File: src/rtl/fifo_sync_pkg.sv
// ============================================================================
// fifo_sync_pkg : shared Gray/binary helpers and side-select constants for
//                 the async FIFO pointer synchronisers.
// Revision      : 1.0
// ============================================================================
`default_nettype none

package fifo_sync_pkg;

  localparam int unsigned MODE_READ_SIDE  = 0;
  localparam int unsigned MODE_WRITE_SIDE = 1;

  // Helpers operate on a 32-bit container; width selects the active bits.
  localparam int unsigned PTR_MAX_W = 32;

  function automatic logic [31:0] width_mask(input int unsigned width);
    if (width >= PTR_MAX_W) return 32'hFFFF_FFFF;
    return (32'd1 << width) - 32'd1;
  endfunction

  function automatic logic [31:0] bin2gray(input logic [31:0] bin, input int unsigned width);
    logic [31:0] b;
    b = bin & width_mask(width);
    return b ^ (b >> 1);
  endfunction

  function automatic logic [31:0] gray2bin(input logic [31:0] gray, input int unsigned width);
    logic [31:0] g;
    logic [31:0] b;
    g     = gray & width_mask(width);
    b     = '0;
    b[31] = g[31];
    for (int i = 30; i >= 0; i--) begin
      b[i] = b[i+1] ^ g[i];
    end
    return b;
  endfunction

endpackage

`default_nettype wire

File: src/rtl/pointer_sync_chain.sv
// ============================================================================
// pointer_sync_chain : multi-flop synchroniser for a Gray-coded bus,
//                      asynchronous active-high reset.
// Revision           : 1.0
// ============================================================================
`default_nettype none

module pointer_sync_chain #(
  parameter int unsigned width       = 4,
  parameter int unsigned sync_stages = 2
) (
  input  logic             clk,
  input  logic             rst,
  input  logic [width-1:0] async_in,
  output logic [width-1:0] sync_out
);

  logic [width-1:0] r_stage [sync_stages];

  always_ff @(posedge clk or posedge rst) begin
    if (rst) begin
      for (int i = 0; i < int'(sync_stages); i++) begin
        r_stage[i] <= '0;
      end
    end else begin
      r_stage[0] <= async_in;
      for (int i = 1; i < int'(sync_stages); i++) begin
        r_stage[i] <= r_stage[i-1];
      end
    end
  end

  assign sync_out = r_stage[sync_stages-1];

endmodule

`default_nettype wire

File: src/rtl/gray_pointer_syn_block.sv
// ============================================================================
// gray_pointer_syn_block : Gray pointer synchroniser with binary conversion,
//                          update pulse, fill level and empty/full flag.
//                          Optional macro SYNC_GRAY_CHECK_EN adds a sticky
//                          multi-bit Gray-step detector on gray_error_o.
// Revision               : 1.0
// ============================================================================
`default_nettype none

module gray_pointer_syn_block
  import fifo_sync_pkg::*;
#(
  parameter int unsigned addr_size   = 3,
  parameter int unsigned sync_stages = 2,
  parameter int unsigned mode        = MODE_READ_SIDE
) (
  input  logic               dest_clock_i,
  input  logic               dest_reset_i,
  input  logic [addr_size:0] remote_gray_pointer_i,
  input  logic [addr_size:0] local_binary_pointer_i,
  output logic [addr_size:0] sync_gray_pointer_o,
  output logic [addr_size:0] sync_binary_pointer_o,
  output logic               pointer_update_o,
  output logic [addr_size:0] level_o,
  output logic               flag_o,
  output logic               gray_error_o
);

  localparam int unsigned c_ptr_w = addr_size + 1;

  generate
    if (sync_stages < 2 || sync_stages > 4) begin : g_bad_sync_stages
      $error("gray_pointer_syn_block: sync_stages must be 2..4");
    end
    if (mode > MODE_WRITE_SIDE) begin : g_bad_mode
      $error("gray_pointer_syn_block: mode must be 0 or 1");
    end
    if (addr_size < 1 || addr_size > 30) begin : g_bad_addr_size
      $error("gray_pointer_syn_block: addr_size must be 1..30");
    end
  endgenerate

  pointer_sync_chain #(
    .width       (c_ptr_w),
    .sync_stages (sync_stages)
  ) u_sync_chain (
    .clk      (dest_clock_i),
    .rst      (dest_reset_i),
    .async_in (remote_gray_pointer_i),
    .sync_out (sync_gray_pointer_o)
  );

  logic [31:0]        w_bin_wide;
  logic [c_ptr_w-1:0] w_sync_bin_next;
  logic               w_unused_bin_hi;
  logic [c_ptr_w-1:0] r_sync_bin;
  logic               r_update;

  assign w_bin_wide      = gray2bin(32'(sync_gray_pointer_o), c_ptr_w);
  assign w_sync_bin_next = w_bin_wide[c_ptr_w-1:0];
  assign w_unused_bin_hi = |w_bin_wide[31:c_ptr_w];

  // The pulse compares against the old registered value so it coincides
  // with the first cycle the new binary pointer is visible.
  always_ff @(posedge dest_clock_i or posedge dest_reset_i) begin
    if (dest_reset_i) begin
      r_sync_bin <= '0;
      r_update   <= 1'b0;
    end else begin
      r_sync_bin <= w_sync_bin_next;
      r_update   <= (w_sync_bin_next != r_sync_bin);
    end
  end

  assign sync_binary_pointer_o = r_sync_bin;
  assign pointer_update_o      = r_update;

  generate
    if (mode == MODE_WRITE_SIDE) begin : g_write_side
      assign level_o = local_binary_pointer_i - r_sync_bin;
      assign flag_o  = (local_binary_pointer_i[addr_size] != r_sync_bin[addr_size]) &&
                       (local_binary_pointer_i[addr_size-1:0] == r_sync_bin[addr_size-1:0]);
    end else begin : g_read_side
      assign level_o = r_sync_bin - local_binary_pointer_i;
      assign flag_o  = (r_sync_bin == local_binary_pointer_i);
    end
  endgenerate

`ifdef SYNC_GRAY_CHECK_EN
  logic [c_ptr_w-1:0] r_prev_gray;
  logic [c_ptr_w-1:0] w_gray_diff;
  logic               w_multi_bit;
  logic               r_gray_error;

  // More than one bit set iff clearing the lowest set bit leaves a residue.
  assign w_gray_diff = sync_gray_pointer_o ^ r_prev_gray;
  assign w_multi_bit = (w_gray_diff & (w_gray_diff - c_ptr_w'(1))) != '0;

  always_ff @(posedge dest_clock_i or posedge dest_reset_i) begin
    if (dest_reset_i) begin
      r_prev_gray  <= '0;
      r_gray_error <= 1'b0;
    end else begin
      r_prev_gray <= sync_gray_pointer_o;
      if (w_multi_bit) begin
        r_gray_error <= 1'b1;
      end
    end
  end

  assign gray_error_o = r_gray_error;
`else
  assign gray_error_o = 1'b0;
`endif

endmodule

`default_nettype wire

File: config.mk
export PLATFORM = sky130hd
export DESIGN_NAME = gray_pointer_syn_block
export DESIGN_NICKNAME = d
export VERILOG_FILES = /design/src/rtl/fifo_sync_pkg.sv /design/src/rtl/pointer_sync_chain.sv /design/src/rtl/gray_pointer_syn_block.sv
export SDC_FILE = /design/constraint.sdc
export NUM_CORES = 1
export LEC_CHECK = 0
export ABC_CLOCK_PERIOD_IN_PS = 2800
export CAP_MARGIN = 20
export CORE_MARGIN = 10
export CORE_UTILIZATION = 40
export DETAILED_ROUTE_END_ITERATION = 16
export GPL_TIMING_DRIVEN = 0
export MAX_ROUTING_LAYER = met4
export PLACE_DENSITY = 0.75
export SYNTH_ARGS = -nofsm -noshare
export SYNTH_HDL_FRONTEND = slang
export SYNTH_HIERARCHICAL = 1
export SYNTH_SLANG_ARGS = --single-unit
File: constraint.sdc
create_clock -name dest_clock_i -period 2.8 [get_ports dest_clock_i]
set_clock_uncertainty 0.1 [all_clocks]
set_input_delay 0.28 -clock dest_clock_i [delete_from_list [all_inputs] [get_ports dest_clock_i]]
set_output_delay 0.28 -clock dest_clock_i [all_outputs]
set_load 0.005 [all_outputs]
==> summary.txt <==
Worst setup path
  – Most used cell, CP: clkdlybuf4s50_1
  – Setup Crit Path Kind: primary input to primary output
  – Crit. End Element: primary output
  – R2R Path End: pointer_update_o
  – Critical R2R Launch: u_sync_chain/sync_out[2]
  – Crit-path max FO: 2
  – Crit path to: level_o[3]
  – Worst Reg-to-Reg Cells: 5
  – Slowest stage cell, crit path: clkdlybuf4s50_1
  – CP Launch Point: local_binary_pointer_i[1]
  – Crit path buf inv count: 3
  – Worst Path Required: 2.42 ns
  – Crit-path leading delay family: buffers and inverters
  – Levels on crit path: 7
  – Worst path arrival time: 2.20 ns
  – FF-to-FF setup slack: 1.25 ns
  – CP Launch Type: primary input
  – Crit-path cells: clkdlybuf4s50_1 > inv_1 > ha_1 > a21o_1 > a21oi_1 > xor2_1 > clkdlybuf4s50_1
  – Critical path's largest stage delay: 0.53 ns

Drt
  – Via/cell ratio: 4.44
  – DR iter-0 viols: 3
  – Router iterations before antenna repair: 2
  – Vias: 422
  – ANT nets after route: 0
  – Drc violations: 0
  – Routed len/inst: 11.7 µm
  – Total wire length: 1110 µm

Place
  – Dpl hpwl: 998 µm
  – Gpl congestion: 0.712
  – IO Port Bufs: 23

Final layout
  – Fin util: 0.604
  – Leading cell type in the layout, fill and taps excluded: clkdlybuf4s50_1
  – Most frequent cells in the layout: clkdlybuf4s50_1, dfrtp_1, inv_1
  – Multi-input gate area: 226 µm²
  – Fillers: 142
  – Fin nets: 94
  – Layout cells sized above 1: 0.152
  – # diodes: 0
  – Sequential Area: 325 µm²
  – Layout Area Growth over Synthesis: 44.4%

Timing
  – Final Cycle Share: 0.922
  – Final slew viol count: 0
  – RSZ-0062 raised after global routing: false
  – TNS Setup: 0 ns
  – Final hold vios: 0
  – Minimum clock period: 2.58 ns
  – Highest clock rate: 0.387 GHz
  – Final Setup Violations: 0

Clock network
  – Clock Latency Late Sink: 0.26 ns
  – CTS tree: built
  – Clock H-tree levels: 1
  – Post-CTS sizing: 0
  – Hold-fix buffers at CTS: 0
  – Post CTS Setup Buffer Count: 0
  – TritonCTS Buffers: 3
  – CTS root buf: clkbuf_4
  – Maximum root-to-sink buffer count: 2
  – Clk sinks: 13
  – Register clock-pin slew on the reported worst setup and hold paths: 0.07 ns

Synth
  – Syn Area/Cell: 12.0 µm²
  – Seq/Total Area, Yosys: 0.522
  – Post-synthesis cell type count: 20
  – Main flop type after synthesis: dfrtp_1
  – Synth Area in Simple Gates: 0.0663
  – Post-Synthesis Cells: 52
  – Ys async rst share: 1.00
  – Mux contribution to synthesized area: 0
  – Syn Nets: 66
  – Flops & latches, synth: 13
  – Combinational family with the most area after synthesis: XOR/XNOR gates
  – Post-Synth Adder-Cell Area: 0.0924
  – Xor/xnor cell area share of the yosys netlist: 0.151
  – EDFF count, synth: 0
  – Yosys warnings: 6
  – Compound-Gate Fraction of Synth Area: 0.0482
  – Synthesized area: 623 µm²

Global route
  – All-Layer GR Usage: 0.0666
  – Gr ovfl total: 0
  – First-pass GRT wire length: 1840 µm
  – Pin count of the biggest net entering global routing: 9
  – Initial antenna violation count: 0
  – Number of global-route vias before repair: 439

Outcome
  – Outcome: finished clean

Floorplan
  – Die Ht: 59.5 µm
  – Die width: 59.5 µm
  – Core Box Area: 0.00149 mm²
  – Starting Density: 0.418
  – IO Count: 25
  – Die area: 0.00354 mm²
  – Site Rows: 14

Run
  – Maxcap violations: 0

Power
  – Pwr Density: 524 mW/mm²
  – P_leak: 0.423 nW
  – Peak supply drop: 0.321 mV

Min path
  – Type of the worst min-delay path: primary input to async pin
-- power breakdown --
group	switching, mW	total (mW)	internal (mW)
Combinational	0.0564	0.155	0.0987
Sequential	0.00962	0.212	0.202
Clock	0.0494	0.104	0.0549
Total	0.115	0.471	0.356
-- worst min path at each step --
stage,startpoint,to,cells after the start,slack (ns)
detailed placement,u_sync_chain/r_stage[5],u_sync_chain/sync_out[1],0,0.24
floorplan,dest_reset_i,pointer_update_o,1,-0.04
CTS,dest_reset_i,sync_binary_pointer_o[1],2,0.14
global placement,u_sync_chain/r_stage[5],u_sync_chain/sync_out[1],0,0.23
finish,dest_reset_i,sync_binary_pointer_o[1],2,0.14
global route,dest_reset_i,sync_binary_pointer_o[2],2,0.16
-- synthesized netlist by cell type (all sizes together) (2+ instances only) --
master / count / area [µm²]
a21oi: 2 / 10.0
buf: 5 / 37.5
dfrtp: 13 / 325
ha: 3 / 37.5
inv: 9 / 33.8
nand3: 2 / 10.0
xnor2: 2 / 17.5
xor2: 5 / 51.3
-- through the flow --
stage / std cells / hold WS [ns] / setup WS (ns) / power (mW) / area, µm²
after floorplan: 52 / -0.0415 / 1.24 / 0.287 / 623
after global placement: 91 / 0.235 / 0.274 / 0.371 / 873
after detailed placement: 91 / 0.243 / 0.201 / 0.375 / 873
after CTS: 95 / 0.144 / 0.197 / 0.482 / 900
after global routing: 95 / 0.157 / 0.117 / 0.506 / 900
final: 95 / 0.143 / 0.219 / 0.471 / 900
-- layout make-up --
type	count	area share
plain buffers	5	0.0417
flip-flops and latches	13	0.362
clock buffers	4	0.0292
well taps	16	0.0223
repair buffers	23	0.256
multi-input cells	25	0.252
inverters	9	0.0376
-- state kept, by name, summed over array words and instances (netlist names) --
signal / count
sync_binary_pointer_o: 4
u_sync_chain/r_stage: 4
u_sync_chain/sync_out: 4
pointer_update_o: 1
-- logic make-up after synthesis --
group                    Yosys count
AO/OA/AOI/OAI                      5
buffers and inverters             14
flip-flops                        13
AND/OR/NAND/NOR                    7
other                              1
adder cells (fa/ha/maj)            4
XOR/XNOR                           8
-- per-layer routing --
metal	vias to the layer above	wire length (µm)	track usage
li1	212	-	-
met1	187	446	0.0731
met2	21	500	0.101
met3	2	156	0.0300
met4	0	5	0.0295
met5	-	0	-
Note: power is estimated with default switching activity, not from simulation.
